===== src/rtl/gremlin_scheduler_pkg.sv =====
// Shared types and constants for the gremlin lifecycle scheduler.
// Play-field edges, slot states, direction codes, spawn-position mapping.
package gremlin_scheduler_pkg;

    localparam logic [10:0] EDGE_LEFT  = 11'd5;
    localparam logic [10:0] EDGE_RIGHT = 11'd779;
    localparam logic [10:0] EDGE_UP    = 11'd105;
    localparam logic [10:0] EDGE_DOWN  = 11'd563;

    typedef enum logic [2:0] {
        ST_IDLE  = 3'd0,
        ST_SPAWN = 3'd1,
        ST_ALIVE = 3'd2,
        ST_TOMB  = 3'd3,
        ST_WAIT  = 3'd4
    } slot_state_e;

    typedef enum logic [2:0] {
        DIR_UP    = 3'd0,
        DIR_UR    = 3'd1,
        DIR_RIGHT = 3'd2,
        DIR_DR    = 3'd3,
        DIR_DOWN  = 3'd4,
        DIR_DL    = 3'd5,
        DIR_LEFT  = 3'd6,
        DIR_UL    = 3'd7
    } dir_e;

    typedef struct packed {
        logic [10:0] x;
        logic [10:0] y;
        logic [2:0]  dir;
    } spawn_pos_t;

    // Fold raw LFSR bits into the inclusive play-field rectangle.
    function automatic spawn_pos_t map_spawn(input logic [15:0] r);
        spawn_pos_t  p;
        logic [10:0] rx;
        logic [10:0] ry;
        rx = {1'b0, r[9:0]};
        ry = {2'b00, r[15:7]};
        if (rx > (EDGE_RIGHT - EDGE_LEFT))
            p.x = rx - 11'd507;
        else
            p.x = rx + EDGE_LEFT;
        if (ry > (EDGE_DOWN - EDGE_UP))
            p.y = ry - 11'd151;
        else
            p.y = ry + EDGE_UP;
        p.dir = r[2:0];
        return p;
    endfunction

endpackage


===== src/rtl/gremlin_lfsr.sv =====
// 16-bit Fibonacci LFSR (x^16+x^14+x^13+x^11+1), steps every clock.
// Seed must be non-zero so the register never locks up.
module gremlin_lfsr
    import gremlin_scheduler_pkg::*;
#(
    parameter logic [15:0] SEED = 16'hACE1
) (
    input  logic        clk,
    input  logic        reset,
    output logic [15:0] lfsr
);

    logic fb;

    assign fb = lfsr[15] ^ lfsr[13] ^ lfsr[12] ^ lfsr[10];

    always_ff @(posedge clk) begin
        if (reset)
            lfsr <= SEED;
        else
            lfsr <= {lfsr[14:0], fb};
    end

endmodule


===== src/rtl/gremlin_scheduler.sv =====
// Gremlin slot lifecycle, round-robin spawn bus and run-over score.
// Define GREM_SCORE_EN to build the score counter; otherwise score is 0.
module gremlin_scheduler
    import gremlin_scheduler_pkg::*;
#(
    parameter int          NUM_GREM       = 4,
    parameter int          RESPAWN_FRAMES = 120,
    parameter int          TOMB_FRAMES    = 180,
    parameter logic [15:0] LFSR_SEED      = 16'hACE1
) (
    input  logic                clk,
    input  logic                reset,
    input  logic                vsync_in,
    input  logic                game_en,
    input  logic [NUM_GREM-1:0] hit,
    output logic [NUM_GREM-1:0] spawn,
    output logic [10:0]         spawn_x,
    output logic [10:0]         spawn_y,
    output logic [2:0]          spawn_dir,
    output logic [NUM_GREM-1:0] alive,
    output logic [NUM_GREM-1:0] tomb,
    output logic [7:0]          score
);

    localparam int         PW       = (NUM_GREM > 1) ? $clog2(NUM_GREM) : 1;
    localparam logic [7:0] RESP_CNT = 8'(RESPAWN_FRAMES);
    localparam logic [7:0] TOMB_CNT = 8'(TOMB_FRAMES);

    logic                vs_q;
    logic                tick;
    logic [15:0]         lfsr;
    logic [PW-1:0]       ptr;
    logic [NUM_GREM-1:0] req;
    logic [NUM_GREM-1:0] grant;
    logic [PW-1:0]       grant_idx;
    logic                grant_vld;
    spawn_pos_t          pos;

    always_ff @(posedge clk) begin
        if (reset)
            vs_q <= 1'b0;
        else
            vs_q <= vsync_in;
    end

    assign tick = vsync_in & ~vs_q;

    gremlin_lfsr #(
        .SEED (LFSR_SEED)
    ) u_lfsr (
        .clk   (clk),
        .reset (reset),
        .lfsr  (lfsr)
    );

    assign pos = map_spawn(lfsr);

    // First requester at or after the pointer wins.
    always_comb begin
        int            idx;
        logic [PW-1:0] sel;
        grant     = '0;
        grant_idx = '0;
        grant_vld = 1'b0;
        idx       = 0;
        sel       = '0;
        for (int i = 0; i < NUM_GREM; i++) begin
            idx = (int'(ptr) + i) % NUM_GREM;
            sel = PW'(idx);
            if (!grant_vld && req[sel]) begin
                grant_vld  = 1'b1;
                grant_idx  = sel;
                grant[sel] = 1'b1;
            end
        end
    end

    always_ff @(posedge clk) begin
        if (reset) begin
            spawn     <= '0;
            spawn_x   <= '0;
            spawn_y   <= '0;
            spawn_dir <= '0;
            ptr       <= '0;
        end else begin
            spawn <= grant;
            if (grant_vld) begin
                spawn_x   <= pos.x;
                spawn_y   <= pos.y;
                spawn_dir <= pos.dir;
                if (grant_idx == PW'(NUM_GREM - 1))
                    ptr <= '0;
                else
                    ptr <= grant_idx + 1'b1;
            end
        end
    end

    for (genvar k = 0; k < NUM_GREM; k++) begin : g_slot
        slot_state_e st;
        slot_state_e st_nxt;
        logic [7:0]  cnt;
        logic [7:0]  cnt_nxt;

        always_ff @(posedge clk) begin
            if (reset) begin
                st  <= ST_IDLE;
                cnt <= '0;
            end else begin
                st  <= st_nxt;
                cnt <= cnt_nxt;
            end
        end

        always_comb begin
            st_nxt  = st;
            cnt_nxt = cnt;
            if (!game_en) begin
                st_nxt  = ST_IDLE;
                cnt_nxt = '0;
            end else begin
                unique case (st)
                    ST_IDLE: st_nxt = ST_SPAWN;
                    // the slot leaves SPAWN once its pulse is on the bus
                    ST_SPAWN: begin
                        if (spawn[k])
                            st_nxt = ST_ALIVE;
                    end
                    ST_ALIVE: begin
                        if (hit[k]) begin
                            st_nxt  = ST_TOMB;
                            cnt_nxt = TOMB_CNT;
                        end
                    end
                    ST_TOMB: begin
                        if (tick) begin
                            if (cnt == 8'd1) begin
                                st_nxt  = ST_WAIT;
                                cnt_nxt = RESP_CNT;
                            end else begin
                                cnt_nxt = cnt - 8'd1;
                            end
                        end
                    end
                    ST_WAIT: begin
                        if (tick) begin
                            if (cnt == 8'd1)
                                st_nxt = ST_SPAWN;
                            else
                                cnt_nxt = cnt - 8'd1;
                        end
                    end
                    default: st_nxt = ST_IDLE;
                endcase
            end
        end

        assign req[k]   = game_en && (st == ST_SPAWN) && !spawn[k];
        assign alive[k] = (st == ST_ALIVE);
        assign tomb[k]  = (st == ST_TOMB);
    end

`ifdef GREM_SCORE_EN
    logic [10:0] hit_sum;
    logic [10:0] score_sum;

    always_comb begin
        hit_sum = '0;
        for (int i = 0; i < NUM_GREM; i++)
            hit_sum = hit_sum + {10'd0, hit[i] & alive[i]};
        score_sum = {3'd0, score} + hit_sum;
    end

    always_ff @(posedge clk) begin
        if (reset)
            score <= '0;
        else if (game_en)
            score <= (score_sum > 11'd255) ? 8'hFF : score_sum[7:0];
    end
`else
    assign score = 8'd0;
`endif

endmodule


===== config.mk =====
export PLATFORM = sky130hd
export DESIGN_NAME = gremlin_scheduler
export DESIGN_NICKNAME = d
export VERILOG_FILES = /design/src/rtl/gremlin_scheduler_pkg.sv /design/src/rtl/gremlin_lfsr.sv /design/src/rtl/gremlin_scheduler.sv
export SDC_FILE = /design/constraint.sdc
export NUM_CORES = 1
export LEC_CHECK = 0
export BUFFER_PORTS_ARGS = -buffer_cell sky130_fd_sc_hd__buf_2
export CORE_MARGIN = 2
export CORE_UTILIZATION = 32
export CTS_CLUSTER_SIZE = 28
export DETAILED_ROUTE_END_ITERATION = 10
export PLACE_DENSITY = 0.61
export SLEW_MARGIN = 0
export SYNTH_ARGS = -nofsm -noshare
export SYNTH_HDL_FRONTEND = slang
export SYNTH_HIERARCHICAL = 1
export SYNTH_SLANG_ARGS = --single-unit
export TNS_END_PERCENT = 20

===== constraint.sdc =====
create_clock -name clk -period 3.1 [get_ports clk]
set_input_delay 0.31 -clock clk [delete_from_list [all_inputs] [get_ports clk]]
set_output_delay 0.31 -clock clk [all_outputs]
set_load 0.005 [all_outputs]

### Word-level counts from Yosys, hierarchy flattened

Index checks and enable logic that the tools add are counted.

* flip-flop bits (word level): 92
* input bits: 8
* output and inout port bits: 45
* word-level logic and storage cells: 217

* add/sub/neg operators: 12
* magnitude comparators: 10
* eq/ne operators: 49
* muxes and demuxes: 83
* bitwise logic cells: 9
* reductions and logical operators: 39

Operators with widths (number)
* 8-bit 2-to-1 mux: 20
* 8-bit case mux with 3 select lines: 4
* 3-bit 2-to-1 mux: 24
* 3-bit case mux with 5 select lines: 4
* 2-bit != test (second input constant): 20
* 8-bit by 1-bit equality test with 1-bit output (second input constant): 4
* 8-bit by 1-bit subtractor with 8-bit output (second input constant): 4
* 3-bit by 2-bit equality test with 1-bit output (second input constant): 8
* 6-bit AND reduction: 4
* 11-bit 2-to-1 mux: 2
* 5-bit AND reduction: 4
* 4-bit 2-to-1 mux: 4
* 2-bit by 1-bit != test with 1-bit output (second input constant): 8
* 1-bit logical AND: 15
* 3-bit by 1-bit equality test with 1-bit output (second input constant): 4
* 3-bit equality test (second input constant): 4
* 3-bit zero test: 4
* 2-bit by 3-bit less-than comparator with 1-bit output (second input constant): 4
* 1-bit 2-to-1 mux: 12
* 4-bit bitwise OR: 3
* 3-bit nonzero test: 4
* 10-bit by 3-bit adder with 11-bit output (second input constant): 1
* 10-bit by 9-bit subtractor with 11-bit output (second input constant): 1
* 9-bit by 7-bit adder with 10-bit output (second input constant): 1
* other kinds (15): 39

### Longest topological paths before layout

Gate-level depths: netlist of the first run.

* depth in word-level cells: 17
* gate-level depth with buffers: 10

### By module

The synthesis of the first run kept the hierarchy.

Modules (own cells, without submodules)
* gremlin_scheduler: instances 1, cells each 594, area an instance 4765.8 um^2
* gremlin_lfsr: instances 1, cells each 36, area an instance 454.2 um^2

### Least setup slack after synthesis of the first run

OpenSTA, ideal clock, no wires.

* path kind: reg2reg
* from: reg ptr[0]
* to: reg spawn_x[4]
* setup time: 134 ps
* arrival: 2298 ps
* path slack: 668 ps
* stages on the path, launching flop included: 11
* clock period less this slack: 2432 ps
* cells stage by stage: dfxtp_1 -> buf_2 -> inv_1 -> ha_1 -> nand3b_1 -> a32oi_2 -> nor2_1 -> nand3_2 -> buf_6 -> buf_4 -> a211oi_1

* cells in the longest elaborated chain, start to end: 12
* elaborated cells on any way between the ends: 21
* those cells by class: 3 x add/sub; 12 x mux; 6 x reduce/logical

Ends and longest elaborated chain
* from (decl): RTL line gremlin_scheduler.sv:32 `logic [PW-1:0] ptr;`
* from (signal assigned): RTL line gremlin_scheduler.sv:94 `ptr <= grant_idx + 1'b1;`
* branches (longest 11 deep; another with 2-bit by 1-bit adder with 2-bit output)
* 1-bit 2-to-1 mux (*): RTL line gremlin_scheduler.sv:70 `if (!grant_vld && req[sel]) begin`
* to (signal assigned): RTL line gremlin_scheduler.sv:88 `spawn_x <= pos.x;`
* to (decl): RTL line gremlin_scheduler.sv:17 `output logic [10:0] spawn_x,`

Every way passes the cells marked *. The select of a mux whose other input is x is not followed.
A chain may end at the register's enable or synchronous reset.

### Worst setup path in the final report of the first run

* from: reg ptr[1]
* to: reg spawn_y[3]

* cells in the longest elaborated chain, start to end: 12
* elaborated cells on any way between the ends: 21
* those cells by class: 3 x add/sub; 12 x mux; 6 x reduce/logical

Ends and longest elaborated chain
* branches (longest 11 deep; another with 2-bit by 1-bit adder with 2-bit output)
* 1-bit 2-to-1 mux (*): RTL line gremlin_scheduler.sv:70
* to (signal assigned): RTL line gremlin_scheduler.sv:89 `spawn_y <= pos.y;`
* to (decl): RTL line gremlin_scheduler.sv:18 `output logic [10:0] spawn_y,`

Marks and branches as above.

==> results.py, run 1 <==
metrics = {
    "outcome": {
        "status": "complete, no violations",
    },
    "grt": {
        "grt_max_degree": 50,
        "antenna_found_initial": 0,
        "grt_use_total_pct": 13.3,
        "overflow": 0,
        "grt_pass1_vias": 4080,
        "grt_pass1_wl_um": 19400,
    },
    "yosys": {
        "ys_types": 71,
        "synth_top_family_by_area": "simple AND/OR/NAND/NOR gates",
        "synth_top_area_share_pct": 35.3,
        "synth.area.mux_share_pct": 3.45,
        "yosysWarnings": 6,
        "yosys-top-cells-area": "dfxtp_1, nor2_1, a21oi_1, ha_1, mux2i_1",
        "synth_fa_ha_area_share_pct": 4.07,
        "netlist.top_cell.by_area": "dfxtp_1",
        "ys_seq_elements": 92,
        "synth-edff-count": 0,
        "ys.flop_type": "dfxtp_1",
        "syn-cell-area_um2": 5220,
        "synthCells": 630,
        "synth_compound_area_share_pct": 22.9,
        "synth-simple-area-share_pct": 25.0,
        "async_reset_ff_share_pct": 0,
        "synth-xor-area-share_pct": 3.36,
        "seq_area_frac_synth_pct": 35.3,
        "synth.avg_cell_area_um2": 8.29,
    },
    "die": {
        "io_pins": 53,
        "core_area_um2": 15900,
        "die_y_um": 132,
        "fp-row-count": 46,
        "initial_core_util_pct": 32.7,
        "die_w_um": 132,
        "dieArea_um2": 17400,
    },
    "timing": {
        "hold_viol_final": 0,
        "drv_slew": 0,
        "timing.final.crit_period_ps": 2560,
        "tns_ps": 0,
        "setup_viol": 0,
        "rsz0062_at_grt": "no",
        "clock_skew_ps": 14.6,
        "worstMarginPinSlew_ps": 698,
        "timing.final.ws_setup_ps": 540,
        "slew_headroom_pct": 53.4,
        "fmax_mhz": 391,
        "post-route-period-util_pct": 82.6,
    },
    "clocking": {
        "cts_buffers": 9,
        "insertion_delay_ps": 360,
        "htreeDepth": 3,
        "clock_sinks": 92,
        "postCtsResizedCells": 0,
        "cts.hold.buffers_added": 0,
        "clockBufferDepth": 2,
        "root_buffer": "clkbuf_16",
        "cts_tree": "done",
        "clkTransAtPathRegs_ps": 80,
        "cts_setup_buffers": 0,
    },
    "pwr": {
        "ir_drop_mv": 0.397,
        "leakage_uw": 0.00230,
        "pwr_density_cell_nw_per_um2": 653,
        "finalPower_uw": 3830,
    },
    "layout": {
        "mostFrequentLayoutCells": "dfxtp_1, nor2_1, a21oi_1, buf_2, nand2_1",
        "final_util_pct": 36.8,
        "drive_gt1_share_pct": 14.8,
        "diodes": 0,
        "fillers": 1669,
        "area.sequential_um2": 1840,
        "stdcell_area_um2": 5860,
        "layout_commonest_cell": "dfxtp_1",
        "final_nets": 680,
        "area_growth_syn_to_layout_pct": 12.3,
        "multi_input_area_um2": 3100,
    },
    "critical_path": {
        "cp-start-kind": "flip-flop",
        "endpoint_kind": "flip-flop",
        "criticalPathCategory": "reg -> reg",
        "arrival_ps": 2800,
        "r2r_slack_ps": 540,
        "r2r-start": "ptr[1]",
        "crit_start": "ptr[1]",
        "cp.required_ps": 3340,
        "critPathMaxFanout": 40,
    },
    "place": {
        "dpl_cell_area_um2": 5560,
        "port_buffers": 44,
        "place.gp.congestion": 0.823,
        "place_ws_ps": 557,
        "hpwl_um": 8090,
    },
    "detailed_routing": {
        "drt_drc_violations_left": 0,
        "drt-total-wl_um": 11400,
        "drtPass1Iterations": 5,
        "wl_per_cell_um": 13.0,
        "drt_iter0_drc": 173,
        "vias_per_cell": 5.05,
        "antenna_left": 0,
        "route.vias.total": 4421,
    },
    "min_path": {
        "hp-class": "in -> reg",
        "hold_start": "vsync_in",
    },
    "flow_run": {
        "cap_violations": 0,
    },
}
cells in the mapped netlist, types with 5 or more instances:
master / n
a211oi_1: 14
a21oi_1: 51
a31oi_1: 12
buf_2: 11
buf_4: 13
clkbuf_1: 17
dfxtp_1: 92
ha_1: 17
inv_1: 17
mux2i_1: 18
nand2_1: 35
nand2b_1: 17
nand3_1: 12
nand4_1: 5
nor2_1: 91
nor2b_1: 19
nor3_1: 16
nor4_1: 8
o21ai_0: 27
o21bai_1: 8
o221a_2: 5
or2_1: 7
or3_1: 5
xnor2_1: 13
xor2_1: 7
report_power, final:
part           internal (µW)  switching, µW  total, µW
clock network            575            535       1110
logic                    556            660       1220
registers               1360            143       1500
final cells by class:
cell class | instances | share of cell area, %
multi-input combinational | 484 | 52.8
sequential | 92 | 31.4
timing repair buffer | 51 | 4.86
tap | 216 | 4.61
clock buffer | 9 | 3.84
clock inverter | 7 | 1.37
inverter | 17 | 1.09
final timing paths:
check                                   endpoint  cells after the start
worst max-delay path                  spawn_y[3]                      9
worst min-delay path                        vs_q                      2
worst max register to register        spawn_y[3]                      9
worst min register to register  g_slot[1].cnt[3]                      2
metal layers:
metal  vias up  routed length, µm  global-route usage (%)
li1       2295                  -                       -
met1      2034               5640                    17.5
met2        77               5190                    21.3
met3        15                390                    3.43
met4         0                174                    4.47
met5         -                  0                       0
metrics by stage:
stage,hold slack [ps],cells
finish,221,876
global route,227,876
CTS,206,876
detailed placement,466,860
global placement,461,860
floorplan,382,637
cells by family (layout without fill, tap and decap cells):
kind of cell | Yosys count | in the layout
adders and majority gates | 17 | 17
buffers and inverters | 61 | 84
and+or+nand+nor | 248 | 248
other | 1 | 8
AOI/OAI and AO/OA | 173 | 173
xor gates and xnor gates | 20 | 20
DFF | 92 | 92
muxes | 18 | 18
sequential cells by signal (all words and copies together) (netlist names):
register / count
g_slot.st: 12
ptr: 2
spawn_dir: 3
u_lfsr/lfsr: 16
g_slot.cnt: 32
spawn_y: 11
spawn_x: 11
vs_q: 1
spawn: 4
critical path, cell delays in order (launching register included):
cell and delay [ps]:
dfxtp_1 480, inv_1 160, ha_1 380, nand3b_1 200, a32oi_2 460, nor2_1 150
nand3_2 120, buf_12 220, mux2i_1 220, nor2_1 50
No activity file was read; power rests on OpenSTA's default activity.
==> run 2, diff against run 1 <==
PLACE_DENSITY = 0.62   (was 0.61)
clock period = 2.3 ns   (was 3.1 ns; I/O delays follow)
==> run 2 against run 1 <==
Compared with the run above: clock skew fell by 0.94 ps; critical path depth fell by 2; via count rose by 2.2%; clock-buffer cell count rose by 1; flip-flop and latch count did not move; maximum frequency rose by 17%; critical endpoint is now g_slot[3].st[1]; worst setup slack got worse by 430 ps; global-route usage fell by 0.14 points; critical path type unchanged; cell area rose by 4.7%; first-iteration DRC count rose by 19%; register-to-register slack got worse by 430 ps.
==> results.py, run 2 (synthesis results as in run 1) <==
metrics = {
    "die": {
        "core_area_um2": 15900,
        "fp-row-count": 46,
        "dieArea_um2": 17400,
        "initial_core_util_pct": 32.7,
        "die_w_um": 132,
        "die_y_um": 132,
        "io_pins": 53,
    },
    "clocking": {
        "clock_sinks": 92,
        "htreeDepth": 3,
        "cts_setup_buffers": 0,
        "insertion_delay_ps": 350,
        "cts.hold.buffers_added": 0,
        "cts_tree": "done",
        "clockBufferDepth": 2,
        "clkTransAtPathRegs_ps": 70,
        "root_buffer": "clkbuf_16",
        "cts_buffers": 9,
    },
    "critical_path": {
        "crit_chain": "or4_4 > nor4b_4 > nor2_1 > a311oi_2 > o21ai_1 > a32oi_1 > nor2_1",
        "cp.required_ps": 2530,
        "arrival_ps": 2420,
        "cp-start-kind": "flip-flop",
        "endpoint_kind": "flip-flop",
        "crit_path_frequent_cell": "nor2_1",
        "critPathMaxFanout": 5,
        "crit_slowest_cell": "or4_4",
        "criticalPathCategory": "reg -> reg",
        "cp_slowest_stage_delay_ps": 560,
    },
    "timing": {
        "post-route-period-util_pct": 95.2,
        "timing.final.crit_period_ps": 2190,
        "rsz0062_at_grt": "no",
        "setup_viol": 0,
        "hold_viol_final": 0,
        "slew_headroom_pct": 62.9,
        "fmax_mhz": 457,
        "holdWs_ps": 123,
        "drv_slew": 0,
        "tns_ps": 0,
        "worstMarginPinSlew_ps": 548,
        "clock_skew_ps": 13.7,
    },
    "place": {
        "port_buffers": 44,
        "hpwl_um": 8070,
        "place.gp.congestion": 0.846,
    },
    "detailed_routing": {
        "route.vias.total": 4517,
        "vias_per_cell": 4.99,
        "drt-total-wl_um": 11400,
        "drtPass1Iterations": 5,
        "wl_per_cell_um": 12.6,
        "drt_iter0_drc": 206,
        "drt_drc_violations_left": 0,
        "antenna_left": 0,
    },
    "grt": {
        "grt_pass1_wl_um": 19300,
        "overflow": 0,
        "grt_use_total_pct": 13.2,
        "antenna_found_initial": 0,
        "grt_pass1_vias": 4062,
        "grt_max_degree": 49,
    },
    "layout": {
        "top_regs": "g_slot.cnt: 32 flops, u_lfsr/lfsr: 16 flops, g_slot.st: 12 flops",
        "largest_reg_flops": 32,
        "mostFrequentLayoutCells": "nor2_1, dfxtp_1, a21oi_1, buf_2, nand2_1",
        "drive_gt1_share_pct": 19.3,
        "area_growth_syn_to_layout_pct": 17.6,
        "top_register": "g_slot.cnt",
        "final_nets": 708,
    },
    "pwr": {
        "pwr_density_cell_nw_per_um2": 870,
        "ir_drop_mv": 0.597,
        "leakage_uw": 0.00246,
    },
    "min_path": {
        "hp-class": "in -> reg",
    },
    "outcome": {
        "status": "complete, no violations",
    },
    "flow_run": {
        "cap_violations": 0,
    },
}
## run 2: power by group
part | switching, µW | leakage, µW | internal, µW | total (µW)
sequential | 159 | 0.000754 | 1840 | 1990
combinational | 957 | 0.00156 | 841 | 1800
clock | 667 | 0.000149 | 880 | 1550
total | 1780 | 0.00246 | 3560 | 5340
## run 2: critical path: cells and delay by family (launching register included)
family | cells | cell delay, ps
flip-flops | 1 | 310
AO/OA/AOI/OAI | 3 | 640
AND/OR/NAND/NOR | 4 | 1120
## run 2: layout make-up
class                   instances  area, µm²
diodes                          1       2.50
clock buffers                  10        239
clock inverters                 6       68.8
fillers                      1638       9800
inverters                      17       63.8
multi-input cells             484       3160
flip-flops and latches         92       1840
well taps                     216        270
repair buffers                 79        495
## run 2: per-stage QoR
step	total power (µW)	util [%]	worst slack, ps	area, µm²	std cells
detailed placement	3800	36.3	77.9	5790	888
global placement	3800	36.3	120	5790	888
floorplan	3320	-	16.5	5270	637
global route	5690	38.5	15.8	6140	904
finish	5340	38.5	110	6140	905
CTS	5380	38.2	54.6	6100	904
## run 2: what timing repair did
item | 4_1_cts | 5_1_grt
endpoints found under the hold margin | 0 | 0
setup endpoints to repair | 0 | 23
gates resized for setup | 0 | 8
## run 2: per-layer routing
layer | GRT usage, % | up-vias | wire length (µm)
li1 | - | 2370 | -
met3 | 3.78 | 8 | 533
met2 | 19.9 | 72 | 5040
met4 | 3.99 | 0 | 104
met5 | 0 | - | 0
met1 | 18.1 | 2067 | 5690
## run 2: path summary, 6_finish.rpt
path	start	end	slack [ps]	depth (start not counted)
worst min register to register	spawn_y[10]	spawn_y[10]	470	1
worst max-delay path	g_slot[3].cnt[3]	g_slot[3].st[1]	110	7
worst max register to register	g_slot[3].cnt[3]	g_slot[3].st[1]	110	7
worst min-delay path	reset	vs_q	120	2
